`src/rtl/core_pkg.sv`:
```
// Shared RV32I control definitions: ALU operation and immediate format enums,
// opcode constants and the datapath mux select encodings.
// Ports: none (package).
package core_pkg;

   typedef enum logic [3:0] {
      ALU_ADD,
      ALU_SUB,
      ALU_AND,
      ALU_OR,
      ALU_XOR,
      ALU_SLT,
      ALU_SLTU,
      ALU_SLL,
      ALU_SRL,
      ALU_SRA,
      ALU_SRC1,
      ALU_SRC2
   } alu_ctrl_t;

   typedef enum logic [2:0] {
      IMM_I,
      IMM_S,
      IMM_B,
      IMM_U,
      IMM_J
   } imm_fmt_t;

   localparam logic [6:0] OP_R      = 7'b0110011;
   localparam logic [6:0] OP_I      = 7'b0010011;
   localparam logic [6:0] OP_LOAD   = 7'b0000011;
   localparam logic [6:0] OP_STORE  = 7'b0100011;
   localparam logic [6:0] OP_BRANCH = 7'b1100011;
   localparam logic [6:0] OP_JAL    = 7'b1101111;
   localparam logic [6:0] OP_JALR   = 7'b1100111;
   localparam logic [6:0] OP_LUI    = 7'b0110111;
   localparam logic [6:0] OP_AUIPC  = 7'b0010111;

   localparam logic [1:0] SRC1_PC     = 2'd0;
   localparam logic [1:0] SRC1_PC_OLD = 2'd1;
   localparam logic [1:0] SRC1_RS1    = 2'd2;

   localparam logic [1:0] SRC2_RS2    = 2'd0;
   localparam logic [1:0] SRC2_IMM    = 2'd1;
   localparam logic [1:0] SRC2_FOUR   = 2'd2;

   localparam logic [1:0] RES_ALU_OUT    = 2'd0;
   localparam logic [1:0] RES_MEM        = 2'd1;
   localparam logic [1:0] RES_ALU_RESULT = 2'd2;

   // Compare operation used by a branch: equality tests subtract, the
   // signed/unsigned ordering tests use the set-less-than ops.
   function automatic alu_ctrl_t branch_alu_op(input logic [2:0] funct3);
      alu_ctrl_t op;
      case (funct3[2:1])
         2'b10:   op = ALU_SLT;
         2'b11:   op = ALU_SLTU;
         default: op = ALU_SUB;
      endcase
      return op;
   endfunction

endpackage

```
`src/rtl/control_fsm_if.sv`:
```
// Memory request handshake between the main controller and the memory port.
// mem_req   : request, held until mem_ready
// mem_we    : store qualifier for mem_req
// addr_sel  : address source, 0 = PC, 1 = ALU_out register
// mem_ready : memory completes the current request this cycle
interface control_fsm_if;

   logic mem_req;
   logic mem_we;
   logic addr_sel;
   logic mem_ready;

   modport master (
      output mem_req,
      output mem_we,
      output addr_sel,
      input  mem_ready
   );

   modport slave (
      input  mem_req,
      input  mem_we,
      input  addr_sel,
      output mem_ready
   );

endinterface

```
`src/rtl/alu_decoder.sv`:
```
// ALU operation decode for register and immediate arithmetic instructions.
// funct3   : instruction funct3 field
// funct7b5 : instruction bit 30
// is_r     : 1 for register-register form (enables SUB)
// alu_ctrl : resulting ALU operation
module alu_decoder
   import core_pkg::*;
(
   input  logic [2:0] funct3,
   input  logic       funct7b5,
   input  logic       is_r,
   output alu_ctrl_t  alu_ctrl
);

   always_comb begin
      alu_ctrl = ALU_ADD;
      case (funct3)
         // Bit 30 of an immediate add is part of the immediate, not SUB.
         3'b000:  alu_ctrl = (is_r && funct7b5) ? ALU_SUB : ALU_ADD;
         3'b001:  alu_ctrl = ALU_SLL;
         3'b010:  alu_ctrl = ALU_SLT;
         3'b011:  alu_ctrl = ALU_SLTU;
         3'b100:  alu_ctrl = ALU_XOR;
         3'b101:  alu_ctrl = funct7b5 ? ALU_SRA : ALU_SRL;
         3'b110:  alu_ctrl = ALU_OR;
         default: alu_ctrl = ALU_AND;
      endcase
   end

endmodule

```
`src/rtl/control_fsm.sv`:
```
// Multi-cycle main controller for the RV32I core. Sequences each instruction
// through fetch/decode/execute/memory/writeback and drives the datapath.
// clk, rst_n      : clock, asynchronous active-low reset
// mem             : memory request handshake (master side)
// instr           : current IR contents
// zero            : ALU equal flag
// ALU_result_lsb  : ALU_result[0], for SLT/SLTU branches
// IR_write, PC_write, reg_write : single-cycle write strobes
// result_sel      : writeback source
// imm_sel         : immediate format
// ALU_src1_sel, ALU_src2_sel, ALU_ctrl : ALU operand selects and operation
// halted          : illegal instruction seen, sticky until reset
//
// state     | meaning
// ----------+------------------------------------------------------
// IDLE      | one cycle after reset (optional PC reload)
// FETCH     | read instruction at PC, PC <= PC+4 on mem_ready
// DECODE    | ALU_out <= PC_old + imm (branch/jump target)
// EXEC_R    | rs1 op rs2
// EXEC_I    | rs1 op imm
// ALU_WB    | rd <= ALU_out
// MEM_ADDR  | ALU_out <= rs1 + imm
// MEM_RD    | load request, wait for mem_ready
// MEM_WB    | rd <= memory data
// MEM_WR    | store request, wait for mem_ready
// BRANCH    | compare rs1/rs2, PC <= target when taken
// JAL       | rd <= PC, PC <= target
// JALR      | ALU_out <= rs1 + imm
// JALR_WB   | rd <= PC, PC <= ALU_out
// LUI       | rd <= imm
// AUIPC     | rd <= PC_old + imm
// HALT      | illegal opcode, terminal until reset
module control_fsm
   import core_pkg::*;
#(
   parameter bit RESET_PC_WRITE = 1'b0
)
(
   input  logic                clk,
   input  logic                rst_n,
   control_fsm_if.master       mem,
   input  logic [31:0]         instr,
   input  logic                zero,
   input  logic                ALU_result_lsb,
   output logic                IR_write,
   output logic                PC_write,
   output logic                reg_write,
   output logic [1:0]          result_sel,
   output imm_fmt_t            imm_sel,
   output logic [1:0]          ALU_src1_sel,
   output logic [1:0]          ALU_src2_sel,
   output alu_ctrl_t           ALU_ctrl,
   output logic                halted
);

   typedef enum logic [4:0] {
      S_IDLE,
      S_FETCH,
      S_DECODE,
      S_EXEC_R,
      S_EXEC_I,
      S_ALU_WB,
      S_MEM_ADDR,
      S_MEM_RD,
      S_MEM_WB,
      S_MEM_WR,
      S_BRANCH,
      S_JAL,
      S_JALR,
      S_JALR_WB,
      S_LUI,
      S_AUIPC,
      S_HALT
   } state_t;

   state_t     state_q;
   state_t     state_d;

   logic [6:0] opcode;
   logic [2:0] funct3;
   logic       funct7b5;
   logic       unused_instr;

   alu_ctrl_t  arith_op;
   logic       br_taken;
   logic       br_illegal;

   logic       mem_req_c;
   logic       mem_we_c;
   logic       addr_sel_c;

   assign opcode       = instr[6:0];
   assign funct3       = instr[14:12];
   assign funct7b5     = instr[30];
   assign unused_instr = ^{instr[31], instr[29:15], instr[11:7]};

   alu_decoder u_alu_decoder (
      .funct3   (funct3),
      .funct7b5 (funct7b5),
      .is_r     (state_q == S_EXEC_R),
      .alu_ctrl (arith_op)
   );

   // Branch condition; funct3 010/011 have no branch meaning.
   always_comb begin
      br_taken   = 1'b0;
      br_illegal = 1'b0;
      case (funct3)
         3'b000:  br_taken   = zero;
         3'b001:  br_taken   = !zero;
         3'b100:  br_taken   = ALU_result_lsb;
         3'b101:  br_taken   = !ALU_result_lsb;
         3'b110:  br_taken   = ALU_result_lsb;
         3'b111:  br_taken   = !ALU_result_lsb;
         default: br_illegal = 1'b1;
      endcase
   end

   always_ff @(posedge clk or negedge rst_n) begin
      if (!rst_n) begin
         state_q <= S_IDLE;
      end else begin
         state_q <= state_d;
      end
   end

   always_comb begin
      state_d = state_q;
      case (state_q)
         S_IDLE:     state_d = S_FETCH;
         S_FETCH:    if (mem.mem_ready) state_d = S_DECODE;
         S_DECODE: begin
            case (opcode)
               OP_R:                state_d = S_EXEC_R;
               OP_I:                state_d = S_EXEC_I;
               OP_LOAD, OP_STORE:   state_d = S_MEM_ADDR;
               OP_BRANCH:           state_d = S_BRANCH;
               OP_JAL:              state_d = S_JAL;
               OP_JALR:             state_d = S_JALR;
               OP_LUI:              state_d = S_LUI;
               OP_AUIPC:            state_d = S_AUIPC;
               default:             state_d = S_HALT;
            endcase
         end
         S_EXEC_R,
         S_EXEC_I:   state_d = S_ALU_WB;
         S_MEM_ADDR: state_d = (opcode == OP_STORE) ? S_MEM_WR : S_MEM_RD;
         S_MEM_RD:   if (mem.mem_ready) state_d = S_MEM_WB;
         S_MEM_WR:   if (mem.mem_ready) state_d = S_FETCH;
         S_BRANCH:   state_d = br_illegal ? S_HALT : S_FETCH;
         S_JALR:     state_d = S_JALR_WB;
         S_ALU_WB,
         S_MEM_WB,
         S_JAL,
         S_JALR_WB,
         S_LUI,
         S_AUIPC:    state_d = S_FETCH;
         S_HALT:     state_d = S_HALT;
         default:    state_d = S_IDLE;
      endcase
   end

   always_comb begin
      mem_req_c    = 1'b0;
      mem_we_c     = 1'b0;
      addr_sel_c   = 1'b0;
      IR_write     = 1'b0;
      PC_write     = 1'b0;
      reg_write    = 1'b0;
      result_sel   = RES_ALU_OUT;
      imm_sel      = IMM_I;
      ALU_src1_sel = SRC1_PC;
      ALU_src2_sel = SRC2_FOUR;
      ALU_ctrl     = ALU_ADD;
      halted       = 1'b0;
      case (state_q)
         S_IDLE: PC_write = RESET_PC_WRITE;
         S_FETCH: begin
            mem_req_c = 1'b1;
            IR_write  = mem.mem_ready;
            PC_write  = mem.mem_ready;
         end
         S_DECODE: begin
            // JAL has no later cycle to form its target, so DECODE
            // computes the J-immediate target for it.
            ALU_src1_sel = SRC1_PC_OLD;
            ALU_src2_sel = SRC2_IMM;
            imm_sel      = (opcode == OP_JAL) ? IMM_J : IMM_B;
         end
         S_EXEC_R: begin
            ALU_src1_sel = SRC1_RS1;
            ALU_src2_sel = SRC2_RS2;
            ALU_ctrl     = arith_op;
         end
         S_EXEC_I: begin
            ALU_src1_sel = SRC1_RS1;
            ALU_src2_sel = SRC2_IMM;
            ALU_ctrl     = arith_op;
         end
         S_ALU_WB: reg_write = 1'b1;
         S_MEM_ADDR: begin
            ALU_src1_sel = SRC1_RS1;
            ALU_src2_sel = SRC2_IMM;
            imm_sel      = (opcode == OP_STORE) ? IMM_S : IMM_I;
         end
         S_MEM_RD: begin
            mem_req_c  = 1'b1;
            addr_sel_c = 1'b1;
         end
         S_MEM_WB: begin
            reg_write  = 1'b1;
            result_sel = RES_MEM;
         end
         S_MEM_WR: begin
            mem_req_c  = 1'b1;
            mem_we_c   = 1'b1;
            addr_sel_c = 1'b1;
         end
         S_BRANCH: begin
            ALU_src1_sel = SRC1_RS1;
            ALU_src2_sel = SRC2_RS2;
            ALU_ctrl     = branch_alu_op(funct3);
            PC_write     = br_taken && !br_illegal;
         end
         S_JAL,
         S_JALR_WB: begin
            ALU_ctrl   = ALU_SRC1;
            result_sel = RES_ALU_RESULT;
            reg_write  = 1'b1;
            PC_write   = 1'b1;
         end
         S_JALR: begin
            ALU_src1_sel = SRC1_RS1;
            ALU_src2_sel = SRC2_IMM;
         end
         S_LUI: begin
            ALU_src2_sel = SRC2_IMM;
            ALU_ctrl     = ALU_SRC2;
            imm_sel      = IMM_U;
            result_sel   = RES_ALU_RESULT;
            reg_write    = 1'b1;
         end
         S_AUIPC: begin
            ALU_src1_sel = SRC1_PC_OLD;
            ALU_src2_sel = SRC2_IMM;
            imm_sel      = IMM_U;
            result_sel   = RES_ALU_RESULT;
            reg_write    = 1'b1;
         end
         S_HALT: halted = 1'b1;
         default: ;
      endcase
   end

   assign mem.mem_req  = mem_req_c;
   assign mem.mem_we   = mem_we_c;
   assign mem.addr_sel = addr_sel_c;

endmodule
```
`src/flat_wrapper.sv`:
```
// flat-port wrapper written by rule: the top's interface ports become plain ports
module control_fsm_flat import core_pkg::*;
#(
   parameter bit RESET_PC_WRITE = 1'b0
)
  (clk, rst_n, instr, zero, ALU_result_lsb, IR_write, PC_write, reg_write, result_sel, imm_sel, ALU_src1_sel, ALU_src2_sel, ALU_ctrl, halted, mem_mem_req, mem_mem_we, mem_addr_sel, mem_mem_ready);
  control_fsm_if mem_i ();
  input  logic clk;
  input  logic rst_n;
  input  logic [31:0] instr;
  input  logic zero;
  input  logic ALU_result_lsb;
  output logic IR_write;
  output logic PC_write;
  output logic reg_write;
  output logic [1:0] result_sel;
  output imm_fmt_t imm_sel;
  output logic [1:0] ALU_src1_sel;
  output logic [1:0] ALU_src2_sel;
  output alu_ctrl_t ALU_ctrl;
  output logic halted;
  output wire logic [$bits(mem_i.mem_req)-1:0] mem_mem_req;
  output wire logic [$bits(mem_i.mem_we)-1:0] mem_mem_we;
  output wire logic [$bits(mem_i.addr_sel)-1:0] mem_addr_sel;
  input wire logic [$bits(mem_i.mem_ready)-1:0] mem_mem_ready;
  assign mem_mem_req = mem_i.mem_req;
  assign mem_mem_we = mem_i.mem_we;
  assign mem_addr_sel = mem_i.addr_sel;
  assign mem_i.mem_ready = mem_mem_ready;
  control_fsm #(.RESET_PC_WRITE(RESET_PC_WRITE)) u_core (.clk(clk), .rst_n(rst_n), .mem(mem_i), .instr(instr), .zero(zero), .ALU_result_lsb(ALU_result_lsb), .IR_write(IR_write), .PC_write(PC_write), .reg_write(reg_write), .result_sel(result_sel), .imm_sel(imm_sel), .ALU_src1_sel(ALU_src1_sel), .ALU_src2_sel(ALU_src2_sel), .ALU_ctrl(ALU_ctrl), .halted(halted));
endmodule
```
`config.mk`:
```
export PLATFORM = sky130hd
export DESIGN_NAME = control_fsm_flat
export DESIGN_NICKNAME = d
export VERILOG_FILES = /design/src/rtl/core_pkg.sv /design/src/rtl/control_fsm_if.sv /design/src/rtl/alu_decoder.sv /design/src/rtl/control_fsm.sv /design/src/flat_wrapper.sv
export SDC_FILE = /design/constraint.sdc
export NUM_CORES = 1
export LEC_CHECK = 0
export ABC_AREA = 1
export CORE_MARGIN = 1
export CORE_UTILIZATION = 36
export CTS_CLUSTER_DIAMETER = 100
export DETAILED_ROUTE_END_ITERATION = 10
export PLACE_DENSITY = 0.81
export SLEW_MARGIN = 10
export SYNTH_ARGS = -nofsm -noshare
export SYNTH_HDL_FRONTEND = slang
export SYNTH_SLANG_ARGS = --single-unit
```
`constraint.sdc`:
```
create_clock -name clk -period 1.5 [get_ports clk]
set_input_delay 0.15 -clock clk [delete_from_list [all_inputs] [get_ports clk]]
set_output_delay 0.15 -clock clk [all_outputs]
set_load 0.1 [all_outputs]
```
==> metrics.md, run 1 <==
| Metric | Value |
|---|---|
| Area leader, netlist | nand2_1 |
| CTS Buffer Depth | 2 |
| Post-synthesis cell area | 861 um^2 |
| CTS Hold Bufs | 0 |
| Ys async rst share | 100% |
| Synth area leaders | nand2_1 (20%), dfrtp_1 (15%), inv_1 (11%), nor2_1 (9.6%), nand3_1 (5.8%) |
| Port Buffers | 35 |
| Final Wtd Congestion | 0.926 |
| Num Clock Sinks | 5 |
| Post-Synthesis Cells | 162 |
| Status | aborted with a tool error |
| Io pins | 57 |
| Number of synthesized flops with an enable pin | 0 |
| Initial core utilization | 38.5% |
| DP HPWL | 2820 um |
| H-tree Lvls | 1 |
| Sequential area share after synthesis | 14.5% |
| Stop stage | global routing |
| Cells after DPL | 267 |
| Die W | 50.9 um |
| Die height | 50.9 um |
| Root Driver | clkbuf_4 |
| FP Rows | 17 |
| Most used DFF post-synth | dfrtp_1 |
| Top-area cell type share of the netlist area | 20.5% |
| Log Error | [ERROR DPL-0038] Utilization greater than 100%, impossible to legalize |
| Post-synth net total | 199 |
| Worst EP kind | top-level output |
| Register bit count reported by yosys | 5 |
| Largest net degree at the start of global routing | 7 |
| Avg Inst Size Synth | 5.31 um^2 |
| TritonCTS Buffers | 3 |
| Syn. warnings | 0 |
| Endpoint with the least setup slack after the last repair | ALU_ctrl[1] |
| Netlist cell types | 25 |
[synthesized netlist by cell type (2+ instances only)]
cell	n
a21oi_1	5
dfrtp_1	5
inv_1	25
inv_2	8
nand2_1	47
nand2_2	3
nand3_1	10
nand4_1	4
nor2_1	22
nor2_2	6
nor3_1	3
o211ai_1	2
o21ai_0	9
o21ai_1	2
[per-stage QoR]
step	util [%]	hold WS, ps	area [um^2]	TNS, ps	setup WS, ps
floorplan	-	-146	957	-5930	-961
global placement	83.2	373	1860	-786	-164
detailed placement	83.2	384	1860	-1450	-228
CTS	95.3	122	2130	-4450	-308
[cells by family after synthesis]
| logic type | count (synthesis) | synth area share (%) |
|---|---|---|
| buf+inv | 33 | 14.4 |
| flops | 5 | 14.5 |
| compound gates | 24 | 17.9 |
| simple gates | 100 | 53.2 |
[timing repair]
action                     4_1_cts
buffers inserted                 4
pin swaps                       16
setup endpoints to repair       23
gates resized for setup         54
==> run 2, diff against run 1 <==
--- a/config.mk
+++ b/config.mk
@@ -6,11 +6,10 @@
 export NUM_CORES = 1
 export LEC_CHECK = 0
 export ABC_AREA = 1
-export CORE_MARGIN = 1
-export CORE_UTILIZATION = 36
-export CTS_CLUSTER_DIAMETER = 100
+export CORE_AREA = 2 2 63 65
 export DETAILED_ROUTE_END_ITERATION = 10
-export PLACE_DENSITY = 0.81
+export DIE_AREA = 0 0 65 67
+export PLACE_DENSITY_LB_ADDON = 0.15
 export SLEW_MARGIN = 10
 export SYNTH_ARGS = -nofsm -noshare
 export SYNTH_HDL_FRONTEND = slang
==> metrics.md, run 2 <==
| Metric | Value |
|---|---|
| RSZ-0062 raised after global routing | true |
| Maximum fanout along the worst path | 4 |
| Most frequent cells in the layout | buf_4 (51), nand2_1 (33), nor2_4 (20) |
| Worst vdd ir | 0.000822 V |
| Switching Share | 54.9% |
| Io pins | 57 (unchanged) |
| Top Registers | u_core.state_q x5 |
| Critical Path RT | 1350 ps |
| Commonest non-fill, non-tap cell in the layout | buf_4 |
| FILL cells | 260 |
| Synth cell count leaders | nand2_1 (47), inv_1 (25), nor2_1 (22), nand3_1 (10), o21ai_0 (9) (unchanged) |
| Post-route clock period utilization | 123% |
| CTS tree | built |
| Most frequent cell after synthesis | nand2_1 (unchanged) |
| Post-synth net total | 199 (unchanged) |
| Avg Inst Size Synth | 5.31 um^2 (unchanged) |
| Aggregate routed wire length | 4110 um |
| Crit path capture type | output port |
| Dpl ws | -221 ps (was -228 ps) |
| Largest Register | u_core.state_q |
| Root Driver | clkbuf_8 (was clkbuf_4) |
| Register bit count reported by yosys | 5 (unchanged) |
| Failing checks | setup timing |
| Final Wtd Congestion | 0.869 (was 0.926) |
| DRT antenna net count | 0 |
| Area leader, netlist | nand2_1 (unchanged) |
| Initial core utilization | 23.9% (was 38.5%) |
| Total congestion overflow | 0 |
| TritonRoute pass-1 iters | 4 |
| Worst Skew | 2.79 ps |
| ANT cells | 0 |
| Final setup vio count | 23 |
| DIE AREA | 4360 um^2 |
| DP HPWL | 2710 um (was 2820 um) |
| CTS Hold Bufs | 0 (unchanged) |
| Post-synthesis cell area | 861 um^2 (unchanged) |
| Top-area cell type share of the netlist area | 20.5% (unchanged) |
| Via/cell ratio | 4.56 |
| Num Clock Sinks | 5 (unchanged) |
| Worst skew pair latency | 220 ps |
| Netlist cell types | 25 (unchanged) |
| Logic pwr share | 87.9% |
| Post-Synthesis Cells | 162 (unchanged) |
| Worst Max-Slew Pin Slew | 306 ps |
| Synth area leaders | nand2_1 (20%), dfrtp_1 (15%), inv_1 (11%), nor2_1 (9.6%), nand3_1 (5.8%) (unchanged) |
| FP Rows | 22 (was 17) |
| Initial antenna violation count | 0 |
| Power Dens Cells | 1900 nW/um^2 |
| Number of flip-flops in the largest register | 5 |
| Port Buffers | 35 (unchanged) |
| Final worst path period need | 1850 ps |
| TritonCTS Buffers | 3 (unchanged) |
| CTS Buffer Depth | 2 (unchanged) |
| Leakage power | 1.18 nW |
| Area Overhead vs Synth | 188% |
| Die W | 65 um (was 50.9 um) |
| R2R Setup Slk | -230 ps |
| Worst setup margin | -352 ps |
| Fmax | 0.540 GHz |
| Cells after DPL | 295 (was 267) |
| Setup Crit Path Kind | reg2out |
| Vias | 1451 |
| Final hold violations | 0 |
| Final slew viol count | 0 |
| Worst hold slack | 159 ps |
| Share of post-route cells with drive strength above 1 | 62.6% |
| Worst Setup Start Kind | register |
| Status | complete, but fails checks (was aborted with a tool error) |
| Switching pwr | 2.59 mW |
| Area of the core | 3610 um^2 |
| Syn. warnings | 0 (unchanged) |
| Largest net degree at the start of global routing | 8 |
| Most used DFF post-synth | dfrtp_1 (unchanged) |
| Clk slew on worst S/H paths | 40 ps |
| Layout Cells excl Fill | 318 |
| Sequential Power Share | 6.8% |
| Setup_tns | -5460 ps |
| Max-cap violations | 0 |
| Worst slew margin | 79.5% |
| Hold Path Class | in2async |
| Clk network pwr share | 5.3% |
| Nets | 308 |
| Drt initial violations | 76 |
| Number of synthesized flops with an enable pin | 0 (unchanged) |
| Vias in the first global route | 1460 |
| H-tree Lvls | 1 (unchanged) |
| Ys async rst share | 100% (unchanged) |
| Sequential area share after synthesis | 14.5% (unchanged) |
| First-pass GRT wire length | 6430 um |
| DR WL/cell | 12.9 um |
| Total GRT Usage | 18.4% |
| # DRC | 0 |
| Pint | 2.13 mW |
| Worst EP arrival | 1700 ps |
| Die height | 67 um (was 50.9 um) |
[run 2: power by group through the flow]
stage               Combinational, mW  Clock, mW  Sequential (mW)
floorplan                        1.90          0            0.259
global placement                 3.27          0            0.250
detailed placement               3.28          0            0.252
CTS                              3.84      0.244            0.282
global route                     4.31      0.259            0.327
finish                           4.15      0.250            0.321
[run 2: stage by stage]
step / cell area [um^2] / util, % / power (mW)
after detailed placement: 1940 / 53.9 / 3.53
after CTS: 2360 / 65.5 / 4.37
final: 2480 / 68.8 / 4.72
after global placement: 1940 / 53.9 / 3.52
after global routing: 2480 / 68.8 / 4.90
after floorplan: 957 / - / 2.16
[run 2: what timing repair did]
item,CTS,global route
pin swaps,20,16
setup buffers,14,6
resized for setup,72,21
setup endpoints to repair,22,24
[run 2: cells by family after synthesis]
group	count (synthesis)	share of synthesized area [%]
simple gates	100	53.2
buf+inv	33	14.4
compound gates	24	17.9
flops	5	14.5
[run 2: worst max-delay path, cell delays in order (launching register included)]
cell and delay [ps]:
dfrtp_2 490, nand3_4 190, nor2_4 50, inv_2 70
nand2_4 60, nor2_4 160, inv_6 40, or2_4 250
buf_12 160
[run 2: layout make-up]
| cell class | instances | area [um^2] | share of cell area [%] |
|---|---|---|---|
| clock buffers | 4 | 45.0 | 1.82 |
| inverters | 33 | 146 | 5.90 |
| multi-input cells | 124 | 958 | 38.6 |
| flip-flops and latches | 5 | 130 | 5.24 |
| well taps | 48 | 60.1 | 2.42 |
| repair buffers | 104 | 1140 | 46.0 |
[run 2: worst paths after layout]
| path | from | end | cells after the start |
|---|---|---|---|
| worst max-delay path | u_core.state_q[1] | reg_write | 8 |
| worst min-delay path | rst_n | u_core.state_q[2] | 1 |
| max in group asynchronous | rst_n | u_core.state_q[0] | 1 |
| min in group clk | mem_mem_ready | u_core.state_q[3] | 2 |
| worst min register to register | u_core.state_q[4] | u_core.state_q[4] | 5 |
| worst max register to register | u_core.state_q[1] | u_core.state_q[0] | 10 |
[run 2: layer usage]
metal / part of all wire [%] / GRT usage, % / wire length, um
met1: 40 / 21.0 / 1630
met2: 57 / 36.6 / 2340
met3: 2.9 / 1.35 / 121
met4: 0.39 / 3.99 / 16
met5: 0 / 0 / 0
(Power assumes the default switching activity.)
==> run 3, diff against run 2 <==
--- a/config.mk
+++ b/config.mk
@@ -10,6 +10,7 @@
 export DETAILED_ROUTE_END_ITERATION = 10
 export DIE_AREA = 0 0 65 67
 export PLACE_DENSITY_LB_ADDON = 0.15
+export RECOVER_POWER = 100
 export SLEW_MARGIN = 10
 export SYNTH_ARGS = -nofsm -noshare
 export SYNTH_HDL_FRONTEND = slang
==> metrics.md, run 3 (synthesis gave the netlist of run 2 again) <==
| Metric | Value |
|---|---|
| Clk slew on worst S/H paths | 40 ps (about the same) |
| Num Clock Sinks | 5 (unchanged) |
| Final Wtd Congestion | 0.869 (unchanged) |
| Failing checks | setup timing (unchanged) |
| Vias | 1450 (was 1451) |
| Max-cap violations | 0 (unchanged) |
| Largest Register | u_core.state_q (unchanged) |
| RSZ-0062 raised after global routing | true (unchanged) |
| Worst EP arrival | 1700 ps (about the same) |
| Largest net degree at the start of global routing | 8 (unchanged) |
| Area of the core | 3610 um^2 (unchanged) |
| Vias in the first global route | 1460 (unchanged) |
| Critical Path RT | 1350 ps (about the same) |
| CTS Hold Bufs | 0 (unchanged) |
| Worst Max-Slew Pin Slew | 306 ps (unchanged) |
| Crit-path cells | nand3_4, nor2_4, inv_2, nand2_4, nor2_4, inv_6, or2_4, buf_12 (unchanged) |
| Footprint of the multi-input gates | 958 um^2 (unchanged) |
| Worst hold slack | 229 ps (was 159 ps) |
| First-pass GRT wire length | 6430 um (unchanged) |
| Initial antenna violation count | 0 (unchanged) |
| Port Buffers | 35 (unchanged) |
| Total GRT Usage | 18.4% (unchanged) |
| Post-route clock period utilization | 123% (about the same) |
| CTS tree | built (unchanged) |
| Die height | 67 um (unchanged) |
| Worst Setup Start Kind | register (unchanged) |
| Nets | 308 (unchanged) |
| Final setup vio count | 23 (unchanged) |
| Total congestion overflow | 0 (unchanged) |
| Initial core utilization | 23.9% (unchanged) |
| TritonCTS Buffers | 3 (unchanged) |
| Commonest non-fill, non-tap cell in the layout | buf_4 (unchanged) |
| Critical path's slowest cell | dfrtp_2 (unchanged) |
| Crit path capture type | output port (unchanged) |
| Root Driver | clkbuf_8 (unchanged) |
| Most frequent cells in the layout | buf_4 (51), nand2_1 (33), nor2_4 (20) (unchanged) |
| Die W | 65 um (unchanged) |
| CP top delay family | simple AND/OR/NAND/NOR gates (unchanged) |
| DP Area | 1940 um^2 (unchanged) |
| FP Rows | 22 (unchanged) |
| Final hold violations | 0 (unchanged) |
| H-tree Lvls | 1 (unchanged) |
| Power Dens Cells | 1900 nW/um^2 (about the same) |
| Via/cell ratio | 4.56 (about the same) |
| Area Overhead vs Synth | 188% (unchanged) |
| DRT antenna net count | 0 (unchanged) |
| Final slew viol count | 0 (unchanged) |
| Share of post-route cells with drive strength above 1 | 62.6% (unchanged) |
| Worst setup margin | -352 ps (about the same) |
| Setup_tns | -5460 ps (about the same) |
| Fmax | 0.540 GHz (about the same) |
| Setup Crit Path Kind | reg2out (unchanged) |
| DIE AREA | 4360 um^2 (unchanged) |
| Drt initial violations | 76 (unchanged) |
| Worst skew pair latency | 220 ps (about the same) |
| TritonRoute pass-1 iters | 4 (unchanged) |
| FILL cells | 260 (unchanged) |
| Worst slew margin | 79.5% (unchanged) |
| DP HPWL | 2710 um (unchanged) |
| Worst vdd ir | 0.000822 V (about the same) |
| CP peak stage delay | 490 ps (about the same) |
| ANT cells | 0 (unchanged) |
| Number of flip-flops in the largest register | 5 (unchanged) |
| Most common cell on crit path | nor2_4 (unchanged) |
| Top Registers | u_core.state_q x5 (unchanged) |
| Status | complete, but fails checks (unchanged) |
| Seq. cell area | 130 um^2 (unchanged) |
| Leakage power | 1.18 nW (about the same) |
| CP Buf/Inv Count | 3 (unchanged) |
| Maximum fanout along the worst path | 4 (unchanged) |
| Aggregate routed wire length | 4110 um (unchanged) |
| Worst Skew | 2.79 ps (unchanged) |
| Design area | 2480 um^2 (unchanged) |
| Final worst path period need | 1850 ps (about the same) |
| Hold Path Class | in2async (unchanged) |
| # DRC | 0 (unchanged) |
| DR WL/cell | 12.9 um (unchanged) |
| R2R Setup Slk | -230 ps (about the same) |
| CTS Buffer Depth | 2 (unchanged) |
| Io pins | 57 (unchanged) |
## run 3: metrics by stage
step           util [%]  std cells  power (mW)  worst slack [ps]
2_1_floorplan         -        162        2.16              -961
3_3_place_gp       53.9        295        3.52              -189
3_5_place_dp       53.9        295        3.53              -221
4_1_cts            65.5        313        4.37              -299
5_1_grt            68.8        318        4.90              -399
6_report           68.8        318        4.72              -352
## run 3: repair_timing
item | 4_1_cts | 5_1_grt
pin swaps | 20 | 16
setup endpoints to repair | 22 | 24
setup buffers | 14 | 6
gates resized for setup | 72 | 21
## run 3: final timing paths
kind,start,endpoint,cells after the start
max,u_core.state_q[1],reg_write,8
min,rst_n,u_core.state_q[2],1
max reg2reg,u_core.state_q[1],u_core.state_q[0],10
min reg2reg,u_core.state_q[4],u_core.state_q[4],5
max in group asynchronous,rst_n,u_core.state_q[0],1
min in group clk,mem_mem_ready,u_core.state_q[3],2
## run 3: metal layers
layer / vias to the layer above / track usage [%] / share of wire [%]
li1: 734 / - / -
met1: 677 / 21.0 / 40
met2: 37 / 36.6 / 57
met3: 2 / 1.35 / 2.9
met4: 0 / 3.99 / 0.39
met5: - / 0 / 0
## run 3: layout make-up
type | instances | area share, %
repair buffers | 104 | 46.0
multi-input cells | 124 | 38.6
inverters | 33 | 5.90
flip-flops and latches | 5 | 5.24
well taps | 48 | 2.42
clock buffers | 4 | 1.82
## run 3: where the power goes
part	leakage [nW]	internal [mW]	switching (mW)
Clock	0.0228	0.183	0.0678
Combinational	1.10	1.75	2.40
Sequential	0.0597	0.196	0.125
Total	1.18	2.13	2.59
==> run 4, diff against run 3 <==
--- a/config.mk
+++ b/config.mk
@@ -14,4 +14,5 @@
 export SLEW_MARGIN = 10
 export SYNTH_ARGS = -nofsm -noshare
 export SYNTH_HDL_FRONTEND = slang
+export SYNTH_HIERARCHICAL = 1
 export SYNTH_SLANG_ARGS = --single-unit
==> metrics.md, run 4 <==
| Metric | Value |
|---|---|
| Final worst path period need | 1750 ps (was 1850 ps) |
| Nets | 300 (was 308) |
| H-tree Lvls | 1 (unchanged) |
| Setup Crit Path Kind | reg2out (unchanged) |
| Initial antenna violation count | 0 (unchanged) |
| FF-to-FF End | u_core/state_q[0] (was u_core.state_q[0]) |
| Synth area leaders | nand2_1 (21%), dfrtp_1 (14%), inv_1 (9.0%), nand3_1 (8.7%), nor2_1 (8.6%) (was nand2_1 (20%), dfrtp_1 (15%), inv_1 (11%), nor2_1 (9.6%), nand3_1 (5.8%)) |
| Worst hold slack | 222 ps (was 229 ps) |
| Area of the core | 3610 um^2 (unchanged) |
| DP HPWL | 3050 um (was 2710 um) |
| Fmax | 0.572 GHz (was 0.540 GHz) |
| Final setup vio count | 23 (unchanged) |
| FP Rows | 22 (unchanged) |
| Final Wtd Congestion | 0.881 (was 0.869) |
| TritonRoute pass-1 iters | 4 (unchanged) |
| Failing checks | setup timing (unchanged) |
| Via/cell ratio | 4.57 (was 4.56) |
| Drt initial violations | 42 (was 76) |
| Number of flip-flops in the largest register | 5 (unchanged) |
| # DRC | 0 (unchanged) |
| Area Overhead vs Synth | 154% (was 188%) |
| Most used DFF post-synth | dfrtp_1 (unchanged) |
| Worst EP arrival | 1600 ps (was 1700 ps) |
| Avg Inst Size Synth | 5.39 um^2 (was 5.31 um^2) |
| Compound-gate portion of the synthesized area | 14.3% (was 17.9%) |
| CP top delay family | buffers and inverters (was simple AND/OR/NAND/NOR gates) |
| Worst vdd ir | 0.000718 V (was 0.000822 V) |
| Max-cap violations | 0 (unchanged) |
| Netlist cell types | 22 (was 25) |
| Largest net degree at the start of global routing | 7 (was 8) |
| Vias | 1418 (was 1450) |
| Post-Synth XOR/XNOR Area | 0.951% (was 0%) |
| Sequential area share after synthesis | 13.6% (was 14.5%) |
| Status | complete, but fails checks (unchanged) |
| Worst setup margin | -247 ps (was -352 ps) |
| Simple-gate share of the synthesized area | 59.4% (was 53.2%) |
| CTS Hold Bufs | 0 (unchanged) |
| Die height | 67 um (unchanged) |
| Hold Path Class | in2async (unchanged) |
| Design area | 2340 um^2 (was 2480 um^2) |
| Share of post-route cells with drive strength above 1 | 56.9% (was 62.6%) |
| TritonCTS Buffers | 3 (unchanged) |
| First-pass GRT wire length | 6420 um (was 6430 um) |
| DP Area | 2080 um^2 (was 1940 um^2) |
| Total congestion overflow | 0 (unchanged) |
| Critical path endpoint | PC_write (was reg_write) |
| Commonest non-fill, non-tap cell in the layout | buf_4 (unchanged) |
| DIE AREA | 4360 um^2 (unchanged) |
| CP Buf/Inv Count | 4 (was 3) |
| CTS tree | built (unchanged) |
| Maximum fanout along the worst path | 3 (was 4) |
| Top-area cell type share of the netlist area | 20.8% (was 20.5%) |
| Root Driver | clkbuf_8 (unchanged) |
| Clk slew on worst S/H paths | 40 ps (about the same) |
| Post-route clock period utilization | 116% (was 123%) |
| Worst reg2reg path depth | 10 (unchanged) |
| Adder-cell share of the synthesized area | 0% (unchanged) |
| Port Buffers | 35 (unchanged) |
| Register bit count reported by yosys | 5 (unchanged) |
| Crit path capture type | output port (unchanged) |
| Post-synthesis cell area | 921 um^2 (was 861 um^2) |
| Pwr Total | 4.31 mW (was 4.72 mW) |
| WP depth | 9 (was 8) |
| Aggregate routed wire length | 3690 um (was 4110 um) |
| Final hold violations | 0 (unchanged) |
| Reg-to-reg startpoint | u_core/state_q[0] (was u_core.state_q[1]) |
| Power Dens Cells | 1850 nW/um^2 (was 1900 nW/um^2) |
| Worst skew pair latency | 210 ps (was 220 ps) |
| Total GRT Usage | 18.8% (was 18.4%) |
| Num Clock Sinks | 5 (unchanged) |
| Crit. Startpoint | u_core/state_q[0] (was u_core.state_q[1]) |
| Crit-path cells | buf_4, nand3_2, inv_2, nand2_4, o21ai_4, buf_4, nor2_4, nand2_4, buf_12 (was nand3_4, nor2_4, inv_2, nand2_4, nor2_4, inv_6, or2_4, buf_12) |
| Top Registers | u_core/state_q x5 (was u_core.state_q x5) |
| Cells after DPL | 298 (was 295) |
| Final slew viol count | 0 (unchanged) |
| CP peak stage delay | 440 ps (was 490 ps) |
| Syn. warnings | 6 (was 0) |
| Worst Skew | 2.61 ps (was 2.79 ps) |
| Mux cell area share after synthesis | 0% (unchanged) |
| Critical Path RT | 1350 ps (about the same) |
| Die W | 65 um (unchanged) |
| Layout Cells excl Fill | 310 (was 318) |
| Initial core utilization | 25.5% (was 23.9%) |
| Worst Setup Start Kind | register (unchanged) |
| Worst Max-Slew Pin Slew | 324 ps (was 306 ps) |
| Area leader, netlist | nand2_1 (unchanged) |
| Ys async rst share | 100% (unchanged) |
| Leakage power | 1.13 nW (was 1.18 nW) |
| RSZ-0062 raised after global routing | true (unchanged) |
| Vias in the first global route | 1509 (was 1460) |
| DR WL/cell | 11.9 um (was 12.9 um) |
| Number of synthesized flops with an enable pin | 0 (unchanged) |
| Largest Register | u_core/state_q (was u_core.state_q) |
| DRT antenna net count | 0 (unchanged) |
| Critical path's slowest cell | dfrtp_2 (unchanged) |
| Most frequent cell after synthesis | nand2_1 (unchanged) |
| CTS Buffer Depth | 2 (unchanged) |
| Combinational family with the most area after synthesis | simple AND/OR/NAND/NOR gates (unchanged) |
| Worst slew margin | 78.3% (was 79.5%) |
| Io pins | 57 (unchanged) |
| Post-synth net total | 208 (was 199) |
| ANT cells | 0 (unchanged) |
| Synth cell count leaders | nand2_1 (51), inv_1 (22), nor2_1 (21), nand3_1 (16), o21ai_0 (11) (was nand2_1 (47), inv_1 (25), nor2_1 (22), nand3_1 (10), o21ai_0 (9)) |
| Post-Synthesis Cells | 171 (was 162) |
| Most frequent cells in the layout | buf_4 (43), nand2_1 (34), buf_12 (21) (was buf_4 (51), nand2_1 (33), nor2_4 (20)) |
| Dpl ws | -200 ps (was -221 ps) |
| R2R Setup Slk | -10 ps (was -230 ps) |
[run 4: changes by cell type in the layout (fill, tap and decap cells not counted), moves of 3 or more]
cell,previous run,this run
inv_4,7,4
nand2_2,8,11
buf_4,51,43
inv_1,17,13
buf_6,18,7
nand3_1,4,10
nor2_4,20,11
nor2_1,7,16
[run 4: area by class of cell]
cell class              instances  area, um^2
flip-flops and latches          5         129
multi-input cells             137         996
fillers                       303        1270
inverters                      29         128
repair buffers                 87         980
well taps                      48        60.1
clock buffers                   4        45.0
[run 4: worst min-delay path by stage]
stage,end,slack [ps]
after floorplan,u_core/state_q[0],-150
final,u_core/state_q[2],220
after global placement,u_core/state_q[3],370
after detailed placement,u_core/state_q[4],380
after global routing,u_core/state_q[2],240
after CTS,u_core/state_q[2],160
[run 4: cells by family (layout without fill, tap and decap cells)]
family,count (synthesis),count (layout)
DFF,5,5
xor gates and xnor gates,1,1
AOI/OAI and AO/OA,24,24
and+or+nand+nor,112,112
buffers and inverters,29,120
[run 4: metal layers]
metal / track usage, % / share of wire (%) / vias up
met3: 2.53 / 2.5 / 4
met2: 39.8 / 57 / 24
met4: 2.66 / 1.4 / 0
li1: - / - / 734
met5: 0 / 0 / -
met1: 19.6 / 39 / 656
[run 4: worst reg2reg max path, cell delays in order (launching register included)]
cell and delay (ps):
dfrtp_2 440, buf_4 160, nand3_2 90, inv_2 70, nand2_4 70, buf_4 110, nand2_1 60, nor2_1 110
nand2_1 70, nor2_1 110, nand3_1 80
[run 4: per-stage QoR]
stage / TNS [ps] / util (%)
5_1_grt: -5150 / 64.8
3_3_place_gp: -968 / 57.7
3_5_place_dp: -1640 / 57.7
6_report: -3620 / 64.8
2_1_floorplan: -2890 / -
4_1_cts: -3600 / 63.9
[run 4: what timing repair did]
action	in CTS	in global routing
gates resized for setup	37	11
pin swaps	18	5
endpoints found under the setup margin	23	25
buffers inserted	8	2
[run 4: where the power goes]
group	total (mW)	switching [mW]	internal [mW]	leakage (nW)
logic	3.79	2.32	1.47	1.05
clock network	0.240	0.0580	0.182	0.0228
registers	0.284	0.0886	0.195	0.0611
